===== src/rtl/board_2x2.sv =====
// Two-tile rectangle renderer: a 2-stage pixel pipeline where each stage paints its tile colour over hits.
// Optional BOARD_2X2_ALPHA_EN makes a tile with zero alpha (TC[31:24]) transparent.
module board_2x2 #(
  parameter int SCREEN_W = 1080,
  parameter int SCREEN_H = 2160
) (
  input  logic                          clk,
  input  logic                          rst,
  input  logic                          program_in,
  input  logic [$clog2(SCREEN_W)-1:0]   x,
  input  logic [$clog2(SCREEN_H)-1:0]   y,
  input  logic [31:0]                   data_in,
  output logic [$clog2(SCREEN_W)-1:0]   x_out,
  output logic [$clog2(SCREEN_H)-1:0]   y_out,
  output logic [31:0]                   data_out
);

  localparam int XW = $clog2(SCREEN_W);
  localparam int YW = $clog2(SCREEN_H);

  logic [XW:0]   tx_r [2];
  logic [YW:0]   ty_r [2];
  logic [XW:0]   tw_r [2];
  logic [YW:0]   th_r [2];
  logic [31:0]   tc_r [2];

  logic [XW-1:0] x0_r;
  logic [YW-1:0] y0_r;
  logic [31:0]   c0_r;
  logic [31:0]   c0_next_s;
  logic [31:0]   c1_next_s;

  // Bounds sums are one bit wider than the operands so a tile reaching past the screen never wraps.
  function automatic logic tile_hit(input logic [XW-1:0] px, input logic [YW-1:0] py,
                                    input logic [XW:0] tx, input logic [YW:0] ty,
                                    input logic [XW:0] tw, input logic [YW:0] th);
    logic [XW+1:0] x_end;
    logic [YW+1:0] y_end;
    x_end = {1'b0, tx} + {1'b0, tw};
    y_end = {1'b0, ty} + {1'b0, th};
    return ({1'b0, px} >= tx) && ({2'b00, px} < x_end) &&
           ({1'b0, py} >= ty) && ({2'b00, py} < y_end);
  endfunction

  function automatic logic [31:0] shade(input logic hit, input logic [31:0] tc, input logic [31:0] c);
`ifdef BOARD_2X2_ALPHA_EN
    return (hit && (tc[31:24] != 8'd0)) ? tc : c;
`else
    return hit ? tc : c;
`endif
  endfunction

  // Tile register file; writes to tiles above 1 or addresses above 4 are dropped.
  always_ff @(posedge clk) begin
    if (rst) begin
      for (int i = 0; i < 2; i++) begin
        tx_r[i] <= '0;
        ty_r[i] <= '0;
        tw_r[i] <= '0;
        th_r[i] <= '0;
        tc_r[i] <= '0;
      end
    end else if (program_in && (x[XW-1:1] == '0)) begin
      case (y)
        YW'(0):  tx_r[x[0]] <= data_in[XW:0];
        YW'(1):  ty_r[x[0]] <= data_in[YW:0];
        YW'(2):  tw_r[x[0]] <= data_in[XW:0];
        YW'(3):  th_r[x[0]] <= data_in[YW:0];
        YW'(4):  tc_r[x[0]] <= data_in;
        default: ;
      endcase
    end else begin
      // render cycle: tile registers hold
    end
  end

  // Per-stage colour selection.
  always_comb begin
    c0_next_s = shade(tile_hit(x, y, tx_r[0], ty_r[0], tw_r[0], th_r[0]), tc_r[0], data_in);
    c1_next_s = shade(tile_hit(x0_r, y0_r, tx_r[1], ty_r[1], tw_r[1], th_r[1]), tc_r[1], c0_r);
  end

  // Two pipeline stages; they advance every cycle, programming cycles included.
  always_ff @(posedge clk) begin
    if (rst) begin
      x0_r     <= '0;
      y0_r     <= '0;
      c0_r     <= '0;
      x_out    <= '0;
      y_out    <= '0;
      data_out <= '0;
    end else begin
      x0_r     <= x;
      y0_r     <= y;
      c0_r     <= c0_next_s;
      x_out    <= x0_r;
      y_out    <= y0_r;
      data_out <= c1_next_s;
    end
  end

endmodule


===== config.mk =====
export PLATFORM = sky130hd
export DESIGN_NAME = board_2x2
export DESIGN_NICKNAME = d
export VERILOG_FILES = /design/src/rtl/board_2x2.sv
export SDC_FILE = /design/constraint.sdc
export NUM_CORES = 1
export LEC_CHECK = 0
export BUFFER_PORTS_ARGS = -buffer_cell sky130_fd_sc_hd__buf_2
export CAP_MARGIN = 20
export CORE_MARGIN = 3
export CORE_UTILIZATION = 60
export DETAILED_ROUTE_END_ITERATION = 12
export PLACE_DENSITY = 0.86
export SKIP_CTS_REPAIR_TIMING = 1
export SYNTH_ARGS = -nofsm -noshare
export SYNTH_HDL_FRONTEND = slang
export SYNTH_SLANG_ARGS = --single-unit

===== constraint.sdc =====
create_clock -name clk -period 10.3 [get_ports clk]
set_input_delay 1.545 -clock clk [delete_from_list [all_inputs] [get_ports clk]]
set_output_delay 1.545 -clock clk [all_outputs]
set_load 0.02 [all_outputs]

* Word level (Yosys, flattened, before mapping) *
Memory sizes are Yosys's and may differ from the RTL's.
Cells that the tools add are included.

cells by class
  add/subtract/negate cells = 4
  order comparisons = 8
  eq/ne operators = 4
  multiplexer cells = 39
  reductions and logical operators = 14

operator list
  operator                                                                count
  32-bit 2-to-1 mux                                                       3
  1-bit 2-to-1 mux                                                        32
  32-bit OR reduction                                                     1
  13-bit by 13-bit adder with 14-bit output                               2
  12-bit by 14-bit less-than comparator with 1-bit output                 2
  12-bit by 12-bit adder with 13-bit output                               2
  12-bit by 13-bit >= comparator with 1-bit output                        2
  11-bit by 13-bit less-than comparator with 1-bit output                 2
  13-bit 2-to-1 mux                                                       2
  13-bit OR reduction                                                     2
  12-bit by 2-bit equality test with 1-bit output, second input constant  2
  11-bit by 12-bit >= comparator with 1-bit output                        2
  12-bit 2-to-1 mux                                                       2
  12-bit OR reduction                                                     2
  12-bit by 1-bit equality test with 1-bit output, second input constant  1
  12-bit by 3-bit equality test with 1-bit output, second input constant  1
  12-bit logical NOT                                                      1
  10-bit logical NOT                                                      1
  1-bit logical AND                                                       7

word-level totals
  register bits after elaboration = 110
  bits in writable memories = 164
  bits of input ports = 58
  output and inout bits = 55
  logic and storage cells = 80
  memories kept = 5

memory list
  memory  words  width  read ports  clocked after memory_dff  write ports  line  RTL
  tc_r    2      32     2           0                         2            25    logic [31:0] tc_r [2];
  th_r    2      13     2           0                         2            24    logic [YW:0] th_r [2];
  ty_r    2      13     2           0                         2            22    logic [YW:0] ty_r [2];
  tw_r    2      12     2           0                         2            23    logic [XW:0] tw_r [2];
  tx_r    2      12     2           0                         2            21    logic [XW:0] tx_r [2];

* Depth between registers and ports, before layout *
Gate-level depths: netlist (run 1).

  depth after elaboration = 7
  depth in mapped cells = 19
  mapped depth without buffers = 18

* Worst setup path before layout (run 1) *
No wires, ideal clock.

  kind = input-to-reg
  start point = in x[0]
  end point = reg c0_r[0]
  library setup time = 0.072 ns
  arrival time = 3.815 ns
  required time = 10.228 ns
  setup slack = 6.413 ns
  cell stages on the path = 13
  buffers on the path = 3
  path through = clkbuf_1 > inv_1 > clkbuf_1 > ha_1 > nand2b_1 > a21o_1 > a211oi_1 > or3_1 > a31oi_1 > o21ai_0 > nor3_4 > buf_6 > mux2i_1

on the way
  word-level cells in the longest chain between the ends = 5
  elaborated cells on any way between the ends = 6
  those cells by class = order compare: 2; mux: 1; reduce/logical: 3

ends and longest elaborated chain
  what                                                                                                                                line  RTL
  from (decl)                                                                                                                         10    input logic [$clog2(SCREEN_W)-1:0] x,
  11-bit by 13-bit less-than comparator with 1-bit output / 11-bit by 12-bit >= comparator with 1-bit output (equally long branches)  41    return ({1'b0, px} >= tx) && ({2'b00, px} < x_end) &&
  1-bit logical AND (*) (2 in series)                                                                                                 41
  1-bit logical AND (*)                                                                                                               42    ({1'b0, py} >= ty) && ({2'b00, py} < y_end);
  32-bit 2-to-1 mux (*)                                                                                                               49    return hit ? tc : c;
  to (signal assigned)                                                                                                                95    c0_r <= c0_next_s;
  to (decl)                                                                                                                           29    logic [31:0] c0_r;

Every way passes the cells marked *; elsewhere a longest branch is shown, timed or not.
A chain may end at the register's enable or synchronous reset.

==> impl_metrics.ini, run 1 <==
[critical_path]
path_delay_family = compound AO/OA/AOI/OAI gates
cp_slowest_cell = buf_4
worst-path-max-fanout = 32
worstPathCellList = ha_1, inv_1, fa_1, nor2b_1, o31a_1, o21ai_0, nand2b_1, a21o_1, a21oi_1, xor2_1, ha_1, a21o_1, a211o_1, o311ai_0, a211oi_1, o21a_1, nor3_4, buf_4, mux2i_1
cp-start-kind = register
cpPeakStageDelay_ns = 0.52
end_kind = register
path_buf_inv = 2
cp_data_arrival_time_ns = 5.03
crit_required_ns = 10.75
critPathKind = reg -> reg

[routing]
firstDrtPassIters = 5
wl_per_cell_um = 19.37
ant_nets = 0
drt-initial-drc-count = 657
totalWireLength_mm = 32.65
vias = 9693
viasPerCell = 5.753
drt_drc_violations_left = 0

[logic_synthesis]
synth_cell_type_count = 71
synth_edf_count = 164
synth_top_family_by_area = simple AND/OR/NAND/NOR gates
syn_area_per_cell_um2 = 11.37
synth_compound_area_share_pct = 8.008
synth-adder-area-share_pct = 12.72
muxShareOfSynthArea_pct = 4.590
syn_inst = 1249
synth_warnings = 0
synth_nets = 1449
synth_xor_area_share_pct = 2.220
seq_area_frac_synth_pct = 50.18
ys.flop_type = edfxtp_1
ys_async_sr_fraction_pct = 0
ys_ff_latch = 274
synth_simple_gate_area_share_pct = 18.84
netlist_area_mm2 = 0.01420

[timing]
clock.fmax_mhz = 218.2
period_share_pct = 44.50
tns_ns = 0
rsz0062_at_grt = no
final_max_slew_viol_count = 0
final-setup-viol-count = 0
period_needed_ns = 4.583
clock-skew-final_ns = 0.01732
hold_viol = 0
relSlewSlack_pct = 38.15
worst_pin_slew_ns = 0.9244

[place]
placed_cells = 1629
routabilityCongestion = 0.9882
io_buffers = 112
dp_hpwl_mm = 22.55

[grt]
grt_pass1_vias = 9760
grt_antenna_before_repair = 3
grt_overflow = 0
grt_use_total_pct = 25.21
grt_pass1_wl_mm = 51.65
grt_max_degree = 87

[floorplanning]
start_util_pct = 61.98
dieArea_mm2 = 0.02555
num_rows = 55
die_w_um = 159.9
die_y_um = 159.9
core_area_mm2 = 0.02292
pin_count = 113

[finish]
syn2layout_area_growth_pct = 12.32
fillerInstances = 1569
final_net_count = 1547
multiInputGateArea_mm2 = 0.006594
ff_latch_area_mm2 = 0.007127
fin_cells = 1685
drive_above_1_share_pct = 14.54

[clock_tree]
clkSlewWorstSetupHoldPaths_ns = 0.06
cts-root-buf = clkbuf_16
clk_path_buf_depth = 3
cts.sink_count = 274
clock_latency_ns = 0.54
cts_tree = done
h-tree-depth = 1
cts_made_buffers = 28

[power]
ir_drop_mv = 0.1518
power_density_mw_per_mm2 = 165.7
p_leak_nw = 6.817

[hold_path]
hold_class = reg -> reg

[run_status]
outcome = complete, no violations

[run]
cap_violations = 0
==> sequential cells by signal, indices dropped and copies added, names as in the netlist, 24 cells and up <==
signal,count
tx_r,24
ty_r,26
c0_r,32
data_out,32
tc_r,64
tw_r,24
th_r,26
==> power by group <==
| part | total [mW] | internal, mW | switching [mW] | leakage, nW |
|---|---|---|---|---|
| Clock | 1.03 | 0.606 | 0.423 | 0.482 |
| Sequential | 1.24 | 1.21 | 0.0280 | 2.47 |
| Combinational | 0.372 | 0.154 | 0.218 | 3.87 |
==> Yosys cell counts, types with 3 or more instances <==
cell type / number / area, um^2
edfxtp_1: 164 / 4925
ha_1: 138 / 1727
and2_1: 128 / 800.8
dfxtp_1: 110 / 2202
nand2b_1: 80 / 500.5
mux2i_1: 64 / 640.6
nor2_1: 64 / 240.2
inv_1: 62 / 232.7
nor2b_1: 52 / 325.3
clkbuf_1: 47 / 176.4
a21oi_1: 39 / 195.2
and3_1: 39 / 244.0
a21o_1: 23 / 172.7
o21ai_0: 22 / 110.1
xor2_1: 21 / 183.9
nand2_1: 20 / 75.07
nand3_1: 15 / 75.07
xnor2_1: 15 / 131.4
nor3_1: 14 / 70.07
a211oi_1: 10 / 75.07
or2_2: 10 / 62.56
o21a_1: 9 / 67.56
nand4_1: 8 / 50.05
nor4_1: 7 / 43.79
a211o_1: 5 / 43.79
a31oi_1: 5 / 31.28
or3_1: 5 / 31.28
fa_1: 4 / 80.08
o2111ai_1: 4 / 35.03
o211ai_1: 4 / 30.03
o21bai_1: 4 / 30.03
a2111oi_2: 3 / 45.04
buf_6: 3 / 33.78
buf_8: 3 / 45.04
o21ai_1: 3 / 15.01
o22ai_1: 3 / 18.77
or4_1: 3 / 22.52
==> metal layers <==
metal / vias to the layer above / GRT usage, % / share of wire, % / wire length (um)
li1: 4619 / - / - / -
met1: 4650 / 32.60 / 41 / 13310
met2: 339 / 44.03 / 50 / 16210
met3: 85 / 3.320 / 6.3 / 2056
met4: 0 / 8.402 / 3.3 / 1073
met5: - / 0 / 0 / 0
==> cells in the final DEF (no fill, tap or decap), drive strengths merged, types with 4 or more instances in the layout <==
master / instances
clkinv: 7
and3: 39
inv: 65
a211o: 5
buf: 120
o21bai: 4
nor2b: 53
edfxtp: 164
o2111ai: 6
nand2b: 80
nor4: 8
a21o: 23
ha: 138
mux2i: 64
nor3: 15
xor2: 21
or2: 10
and2: 129
nand4: 8
clkbuf: 42
o21a: 9
a31oi: 5
dfxtp: 110
a211oi: 11
a2111oi: 4
or3: 5
o211ai: 4
nand2: 20
a21oi: 39
o21ai: 25
nand3: 17
xnor2: 15
fa: 4
nor2: 65
==> cell type report <==
type                            count  share of cell area [%]
Antenna cell                        3                 0.04706
Clock buffer                       41                   5.608
Clock inverter                     11                  0.4628
Inverter                           62                   1.459
Multi-Input combinational cell    860                   41.34
Sequential cell                   274                   44.68
Tap cell                          313                   2.455
Timing Repair Buffer              121                   3.953
==> logic make-up (layout without fill, tap and decap cells) <==
group / count (synthesis) / in the layout
AND/OR/NAND/NOR: 458 / 458
flip-flops: 274 / 274
AO/OA/AOI/OAI: 159 / 159
adder cells (fa/ha/maj): 142 / 142
buffers and inverters: 115 / 235
multiplexers: 65 / 65
XOR/XNOR: 36 / 36
other: 0 / 3
==> per-stage QoR <==
step	instance area (um^2)	setup slack [ns]	power, mW	util, %	hold WS (ns)
floorplan	14200	6.413	1.517	-	0.4313
global placement	14970	5.372	1.613	65.32	0.4484
detailed placement	14970	5.352	1.628	65.32	0.4492
CTS	15940	5.775	2.649	69.54	0.4589
global route	15950	5.474	2.746	69.61	0.4883
finish	15950	5.717	2.643	69.61	0.4613
==> tightest hold or removal path, cell delays in order (launching register included) <==
cell	delay [ns]
dfxtp_1	0.30
inv_1	0.07
nor2_1	0.04
==> path summary, 6_finish.rpt <==
check	end	depth (start not counted)	from	slack, ns
max	c0_r[17]$_SDFF_PP0_	19	ty_r[0][0]$_SDFFCE_PN0P_	5.72
min	x_out[0]$_SDFF_PP0_	2	x0_r[0]$_SDFF_PP0_	0.46
max reg2reg	c0_r[17]$_SDFF_PP0_	19	ty_r[0][0]$_SDFFCE_PN0P_	5.72
min reg2reg	x_out[0]$_SDFF_PP0_	2	x0_r[0]$_SDFF_PP0_	0.46
No activity file was read; power rests on OpenSTA's default activity.
==> run 2: changes to the inputs <==
--- a/config.mk
+++ b/config.mk
@@ -5,12 +5,13 @@
 export SDC_FILE = /design/constraint.sdc
 export NUM_CORES = 1
 export LEC_CHECK = 0
+export ABC_AREA = 1
 export BUFFER_PORTS_ARGS = -buffer_cell sky130_fd_sc_hd__buf_2
 export CAP_MARGIN = 20
 export CORE_MARGIN = 3
-export CORE_UTILIZATION = 60
+export CORE_UTILIZATION = 55
 export DETAILED_ROUTE_END_ITERATION = 12
-export PLACE_DENSITY = 0.86
+export PLACE_DENSITY = 0.83
 export SKIP_CTS_REPAIR_TIMING = 1
 export SYNTH_ARGS = -nofsm -noshare
 export SYNTH_HDL_FRONTEND = slang
==> constraint.sdc (replaced) <==
create_clock -name clk -period 3.7 [get_ports clk]
set_input_delay 0.555 -clock clk [delete_from_list [all_inputs] [get_ports clk]]
set_output_delay 0.555 -clock clk [all_outputs]
set_load 0.02 [all_outputs]
==> impl_metrics.ini, run 2 <==
[run_status]
outcome = complete, no violations

[critical_path]
worst-path-max-fanout = 32
worstPathCellList = ha_1, nand2_1, clkinv_1, a21oi_1, nand2_1, a21oi_2, o21ai_0, xnor2_1, ha_1, inv_1, nor3_1, nor3_1, nand2_1, nand2_1, nand2_1, nand2_2, inv_2, nor2_4, buf_12, nor2_1, nor2_1
cpPeakStageDelay_ns = 0.41
cp-start-kind = register
critPathKind = reg -> reg
crit_required_ns = 4.20
path_buf_inv = 4
end_kind = register
critPathMostFrequentCell = nand2_1
cp_data_arrival_time_ns = 3.92
cp_slowest_cell = edfxtp_1
path_delay_family = simple AND/OR/NAND/NOR gates

[place]
io_buffers = 112
placed_cells = 2112
place_area_mm2 = 0.01553
routabilityCongestion = 0.9102
dp_hpwl_mm = 25.30

[clock_tree]
cts-root-buf = clkbuf_16
clk_path_buf_depth = 3
cts_tree = done
clkSlewWorstSetupHoldPaths_ns = 0.06
h-tree-depth = 1
clock_latency_ns = 0.57
cts.sink_count = 274
cts_made_buffers = 29

[logic_synthesis]
yosysMostFrequentCell = nor2_1
synthTopCellsByCount = nor2_1, nand2_1, inv_1, edfxtp_1, ha_1
syn_area_per_cell_um2 = 8.615
synth_nets = 1898
ys_ff_latch = 274
yosys-top-cells-area = edfxtp_1, dfxtp_1, ha_1
seq_area_frac_synth_pct = 48.72
synth_cell_type_count = 41
synth_top_area_share_pct = 33.67
post-synth-top-area-cell = edfxtp_1
synth_edf_count = 164
syn_inst = 1698
ys_async_sr_fraction_pct = 0
ys.flop_type = edfxtp_1
netlist_area_mm2 = 0.01463
synth_warnings = 0

[routing]
wl_per_cell_um = 16.60
ant_nets = 0
firstDrtPassIters = 6
drt_drc_violations_left = 0
totalWireLength_mm = 36.01
drt-initial-drc-count = 1090
viasPerCell = 5.439
vias = 11800

[grt]
grt_use_total_pct = 24.95
grt_pass1_wl_mm = 57.46
grt_antenna_before_repair = 2
grt_overflow = 0
grt_pass1_vias = 11440
grt_max_degree = 67

[timing]
period_share_pct = 92.38
clock.fmax_mhz = 292.6
final_max_slew_viol_count = 0
final-setup-viol-count = 0
worst_pin_slew_ns = 0.7197
clock-skew-final_ns = 0.02799
tns_ns = 0
period_needed_ns = 3.418
rsz0062_at_grt = no
relSlewSlack_pct = 52.02
hold_viol = 0

[power]
p_switching_mw = 2.139
p_total_mw = 7.775
comb_power_share_pct = 16.4
p_clk_share_pct = 39.1
ir_drop_mv = 0.3405
seqPwrFrac_pct = 44.5
power.internal_mw = 5.636
power_density_mw_per_mm2 = 469.8
p_leak_nw = 8.031
p_sw_share_pct = 27.51

[finish]
fin_util_pct = 63.33
final_area_mm2 = 0.01655
largest_register_ffs = 64
fin_cells = 2169
fillerInstances = 2160
regMostFlops = tc_r
drive_above_1_share_pct = 11.20
top_regs = tc_r (64), c0_r (32), data_out (32)
mostFrequentLayoutCells = nor2_1, nand2_1, inv_1, edfxtp_1, ha_1
syn2layout_area_growth_pct = 13.14
layout_commonest_cell = nor2_1
final_net_count = 2008

[floorplanning]
num_rows = 59
core_area_mm2 = 0.02613
dieArea_mm2 = 0.02859
start_util_pct = 55.98
die_w_um = 169.1
pin_count = 113
die_y_um = 169.1

[hold_path]
hold_class = in -> reg

[run]
cap_violations = 0
==> run 2: cell types whose count changed in the layout (fill, tap and decap cells not counted), moves of 25 or more <==
| cell | change |
|---|---|
| and2_1 | -127 |
| and3_1 | -39 |
| nand2_1 | +250 |
| nor2b_1 | -50 |
| nor2_1 | +319 |
| a21oi_1 | +25 |
| nand2b_1 | -80 |
| inv_1 | +185 |
| mux2i_1 | -64 |
| nand4_1 | +71 |
==> run 2: logic make-up after synthesis <==
family | after synthesis | synth area share, %
simple gates | 807 | 23.26
buf+inv | 316 | 8.682
flops | 274 | 48.72
fa+ha+maj | 142 | 12.35
compound gates | 121 | 4.713
xor+xnor | 38 | 2.275
==> run 2: path summary, 6_finish.rpt <==
kind	slack, ns	end	start	depth (start not counted)
max reg2reg	0.28	data_out[30]$_SDFF_PP0_	ty_r[1][4]$_SDFFCE_PN0P_	21
max	0.28	data_out[30]$_SDFF_PP0_	ty_r[1][4]$_SDFFCE_PN0P_	21
min	0.23	c0_r[28]$_SDFF_PP0_	data_in[28]	3
min reg2reg	0.45	data_out[28]$_SDFF_PP0_	c0_r[28]$_SDFF_PP0_	2
==> run 2: final cells by class <==
type	count	area (um^2)	area share, %
well taps	335	419.2	2.533
multi-input cells	1108	6237	37.69
flip-flops and latches	274	7127	43.06
diodes	3	7.507	0.04536
clock inverters	18	220.2	1.331
repair buffers	130	762.0	4.604
clock buffers	36	782.0	4.725
inverters	265	994.7	6.010
==> run 2: stage by stage <==
step | hold slack (ns) | worst slack [ns]
2_1_floorplan | 0.4249 | 0.6464
3_3_place_gp | 0.4334 | 0.2325
3_5_place_dp | 0.4464 | 0.2234
4_1_cts | 0.2182 | 0.1959
5_1_grt | 0.2302 | 0.004821
6_report | 0.2288 | 0.2821
==> run 2: metal layers <==
| layer | track usage (%) | up-vias | wire [um] |
|---|---|---|---|
| met5 | 0 | - | 13 |
| met4 | 9.104 | 2 | 1192 |
| met3 | 4.250 | 81 | 2735 |
| met2 | 42.98 | 456 | 17540 |
| met1 | 31.77 | 5532 | 14530 |
| li1 | - | 5727 | - |
==> run 2: power groups by stage <==
stage / sequential [mW] / combinational (mW) / clock [mW]
CTS: 3.46 / 1.26 / 3.06
detailed placement: 3.53 / 1.25 / 0
global route: 3.47 / 1.44 / 3.19
floorplan: 3.53 / 0.862 / 0
global placement: 3.52 / 1.19 / 0
finish: 3.46 / 1.27 / 3.04
==> run 2: worst reg2reg max path, stage by stage (launching register included) <==
cell and delay, ns:
edfxtp_1 0.41, ha_1 0.39, nand2_1 0.10, clkinv_1 0.08
a21oi_1 0.15, nand2_1 0.16, a21oi_2 0.21, o21ai_0 0.16
xnor2_1 0.17, ha_1 0.31, inv_1 0.09, nor3_1 0.05
nor3_1 0.13, nand2_1 0.09, nand2_1 0.06, nand2_1 0.08
nand2_2 0.14, inv_2 0.07, nor2_4 0.12, buf_12 0.20
nor2_1 0.07, nor2_1 0.14
==> run 3: changes to the inputs <==
--- a/config.mk
+++ b/config.mk
@@ -9,9 +9,9 @@
 export BUFFER_PORTS_ARGS = -buffer_cell sky130_fd_sc_hd__buf_2
 export CAP_MARGIN = 20
 export CORE_MARGIN = 3
-export CORE_UTILIZATION = 55
+export CORE_UTILIZATION = 45
 export DETAILED_ROUTE_END_ITERATION = 12
-export PLACE_DENSITY = 0.83
+export PLACE_DENSITY = 0.71
 export SKIP_CTS_REPAIR_TIMING = 1
 export SYNTH_ARGS = -nofsm -noshare
 export SYNTH_HDL_FRONTEND = slang
==> impl_metrics.ini, run 3 (synthesis results as in run 2) <==
[hold_path]
hp-start = data_in[21]
hold-path-endpoint = c0_r[21]$_SDFF_PP0_
hold_class = in -> reg
hold_path_depth = 3

[finish]
top_regs = tc_r (64), c0_r (32), data_out (32)
layout_commonest_cell = nor2_1
drive_above_1_share_pct = 11.01
largest_register_ffs = 64
mostFrequentLayoutCells = nor2_1, nand2_1, inv_1, edfxtp_1, ha_1
final_net_count = 2011
syn2layout_area_growth_pct = 13.65
regMostFlops = tc_r

[floorplanning]
pin_count = 113
die_y_um = 186.3
die_w_um = 186.3
core_area_mm2 = 0.03180
num_rows = 65
dieArea_mm2 = 0.03471
start_util_pct = 46.00

[timing]
tns_ns = 0
relSlewSlack_pct = 57.87
clock-skew-final_ns = 0.01990
final-setup-viol-count = 0
clock.fmax_mhz = 297.8
period_share_pct = 90.75
period_needed_ns = 3.358
rsz0062_at_grt = no
worst_pin_slew_ns = 0.6305
final_max_slew_viol_count = 0
hold_viol = 0

[place]
io_buffers = 112
dp_hpwl_mm = 25.61
routabilityCongestion = 0.8863

[grt]
grt_pass1_wl_mm = 56.06
grt_pass1_vias = 11050
met1_usage_pct = 27.41
grt_max_degree = 42
grt_overflow = 0
busiest_layer = met2
grt_antenna_before_repair = 1
grt_use_met2_pct = 34.34
grt_use_total_pct = 20.32
grt_util_met3_pct = 2.450

[clock_tree]
h-tree-depth = 1
cts.sink_count = 274
clk_path_buf_depth = 3
clkSlewWorstSetupHoldPaths_ns = 0.06
cts-root-buf = clkbuf_16
clock_latency_ns = 0.56
cts_made_buffers = 29
cts_tree = done

[run]
cap_violations = 0

[routing]
wl_per_cell_um = 15.66
drt-initial-drc-count = 820
vias = 11390
ant_nets = 0
firstDrtPassIters = 6
viasPerCell = 5.017
drt_drc_violations_left = 0
totalWireLength_mm = 35.54

[critical_path]
rrSetupSlack_ns = 0.34
cp_slowest_cell = fa_1
cp_data_arrival_time_ns = 3.85
worst-path-max-fanout = 32
end_kind = register
r2r-end = c0_r[2]$_SDFF_PP0_
critPathMostFrequentCell = nand2_1
cp-start-kind = register
timing.rr.start = ty_r[0][0]$_SDFFCE_PN0P_
cpPeakStageDelay_ns = 0.41
crit_required_ns = 4.19
reg2reg_depth = 21
path_delay_family = simple AND/OR/NAND/NOR gates
critPathKind = reg -> reg
worstPathCellList = ha_1, inv_1, fa_1, nand3b_1, nand2_1, a31oi_1, o21ai_1, xnor2_1, ha_1, inv_1, nor3_1, nor3_1, nand2_1, nand2_1, nand2_1, nand2_4, inv_2, nor2_4, buf_12, nor2_1, nor2_1
path_buf_inv = 4

[power]
p_leak_nw = 8.008
p_clk_share_pct = 37.6
seqPwrFrac_pct = 45.8
p_total_mw = 7.569
power.internal_mw = 5.491
comb_power_share_pct = 16.6
power_density_mw_per_mm2 = 455.3
p_sw_share_pct = 27.46
p_switching_mw = 2.078
ir_drop_mv = 0.3349

[run_status]
outcome = complete, no violations
-- run 3: changes by cell type in the layout (fill, tap and decap cells not counted), sizes merged --
cell	before	now
bufinv	4	2
clkbuf	36	38
buf	130	133
inv	255	253
clkinv	23	24
clkinvlp	1	2
diode	3	1
-- run 3: metal layers --
layer | wire [um] | vias to the layer above
met5 | 0 | -
met3 | 2099 | 73
li1 | - | 5726
met4 | 1115 | 0
met1 | 15660 | 5260
met2 | 16660 | 330
-- run 3: worst max path at each step --
stage | start | end | slack (ns) | depth (start not counted)
4_1_cts | ty_r[0][0]$_SDFFCE_PN0P_ | c0_r[2]$_SDFF_PP0_ | 0.23 | 21
3_3_place_gp | tx_r[0][0]$_SDFFCE_PN0P_ | c0_r[4]$_SDFF_PP0_ | 0.31 | 18
6_report | ty_r[0][0]$_SDFFCE_PN0P_ | c0_r[2]$_SDFF_PP0_ | 0.34 | 21
3_5_place_dp | ty_r[0][0]$_SDFFCE_PN0P_ | c0_r[2]$_SDFF_PP0_ | 0.26 | 21
2_1_floorplan | tx_r[0][0]$_SDFFCE_PN0P_ | c0_r[24]$_SDFF_PP0_ | 0.65 | 18
5_1_grt | tx_r[0][0]$_SDFFCE_PN0P_ | c0_r[26]$_SDFF_PP0_ | 0.03 | 18
-- run 3: worst reg2reg max path, delay by kind of cell, from the launching register on --
family	cells	cell delay, ns
AND/OR/NAND/NOR	11	1.12
buffers and inverters	4	0.42
flip-flops	1	0.37
XOR/XNOR	1	0.16
AO/OA/AOI/OAI	2	0.37
adder cells (fa/ha/maj)	3	0.85
-- run 3: final cells by class --
cell class                      instances  area [um^2]
Antenna cell                            1        2.502
Clock buffer                           38        790.8
Fill cell                            2910        15170
Timing Repair Buffer                  133        784.5
Multi-Input combinational cell       1108         6231
Tap cell                              435        544.3
Sequential cell                       274         7127
Inverter                              265        994.7
Clock inverter                         16        150.1
-- run 3: stage by stage --
step | hold slack, ns | std cells | cell area [um^2] | worst slack (ns) | util (%)
3_3_place_gp | 0.4335 | 2215 | 15680 | 0.3081 | 49.30
6_report | 0.2356 | 2270 | 16620 | 0.3421 | 52.28
3_5_place_dp | 0.4403 | 2215 | 15680 | 0.2580 | 49.30
4_1_cts | 0.2152 | 2269 | 16620 | 0.2328 | 52.26
5_1_grt | 0.2426 | 2269 | 16620 | 0.03287 | 52.27
2_1_floorplan | 0.4249 | 1698 | 14630 | 0.6464 | -
-- run 3: power groups by stage --
stage | clock network (mW) | logic [mW] | registers (mW)
after floorplan | 0 | 0.862 | 3.53
after global placement | 0 | 1.21 | 3.53
after detailed placement | 0 | 1.24 | 3.53
after CTS | 2.91 | 1.25 | 3.46
after global routing | 3.03 | 1.42 | 3.48
final | 2.85 | 1.26 | 3.46
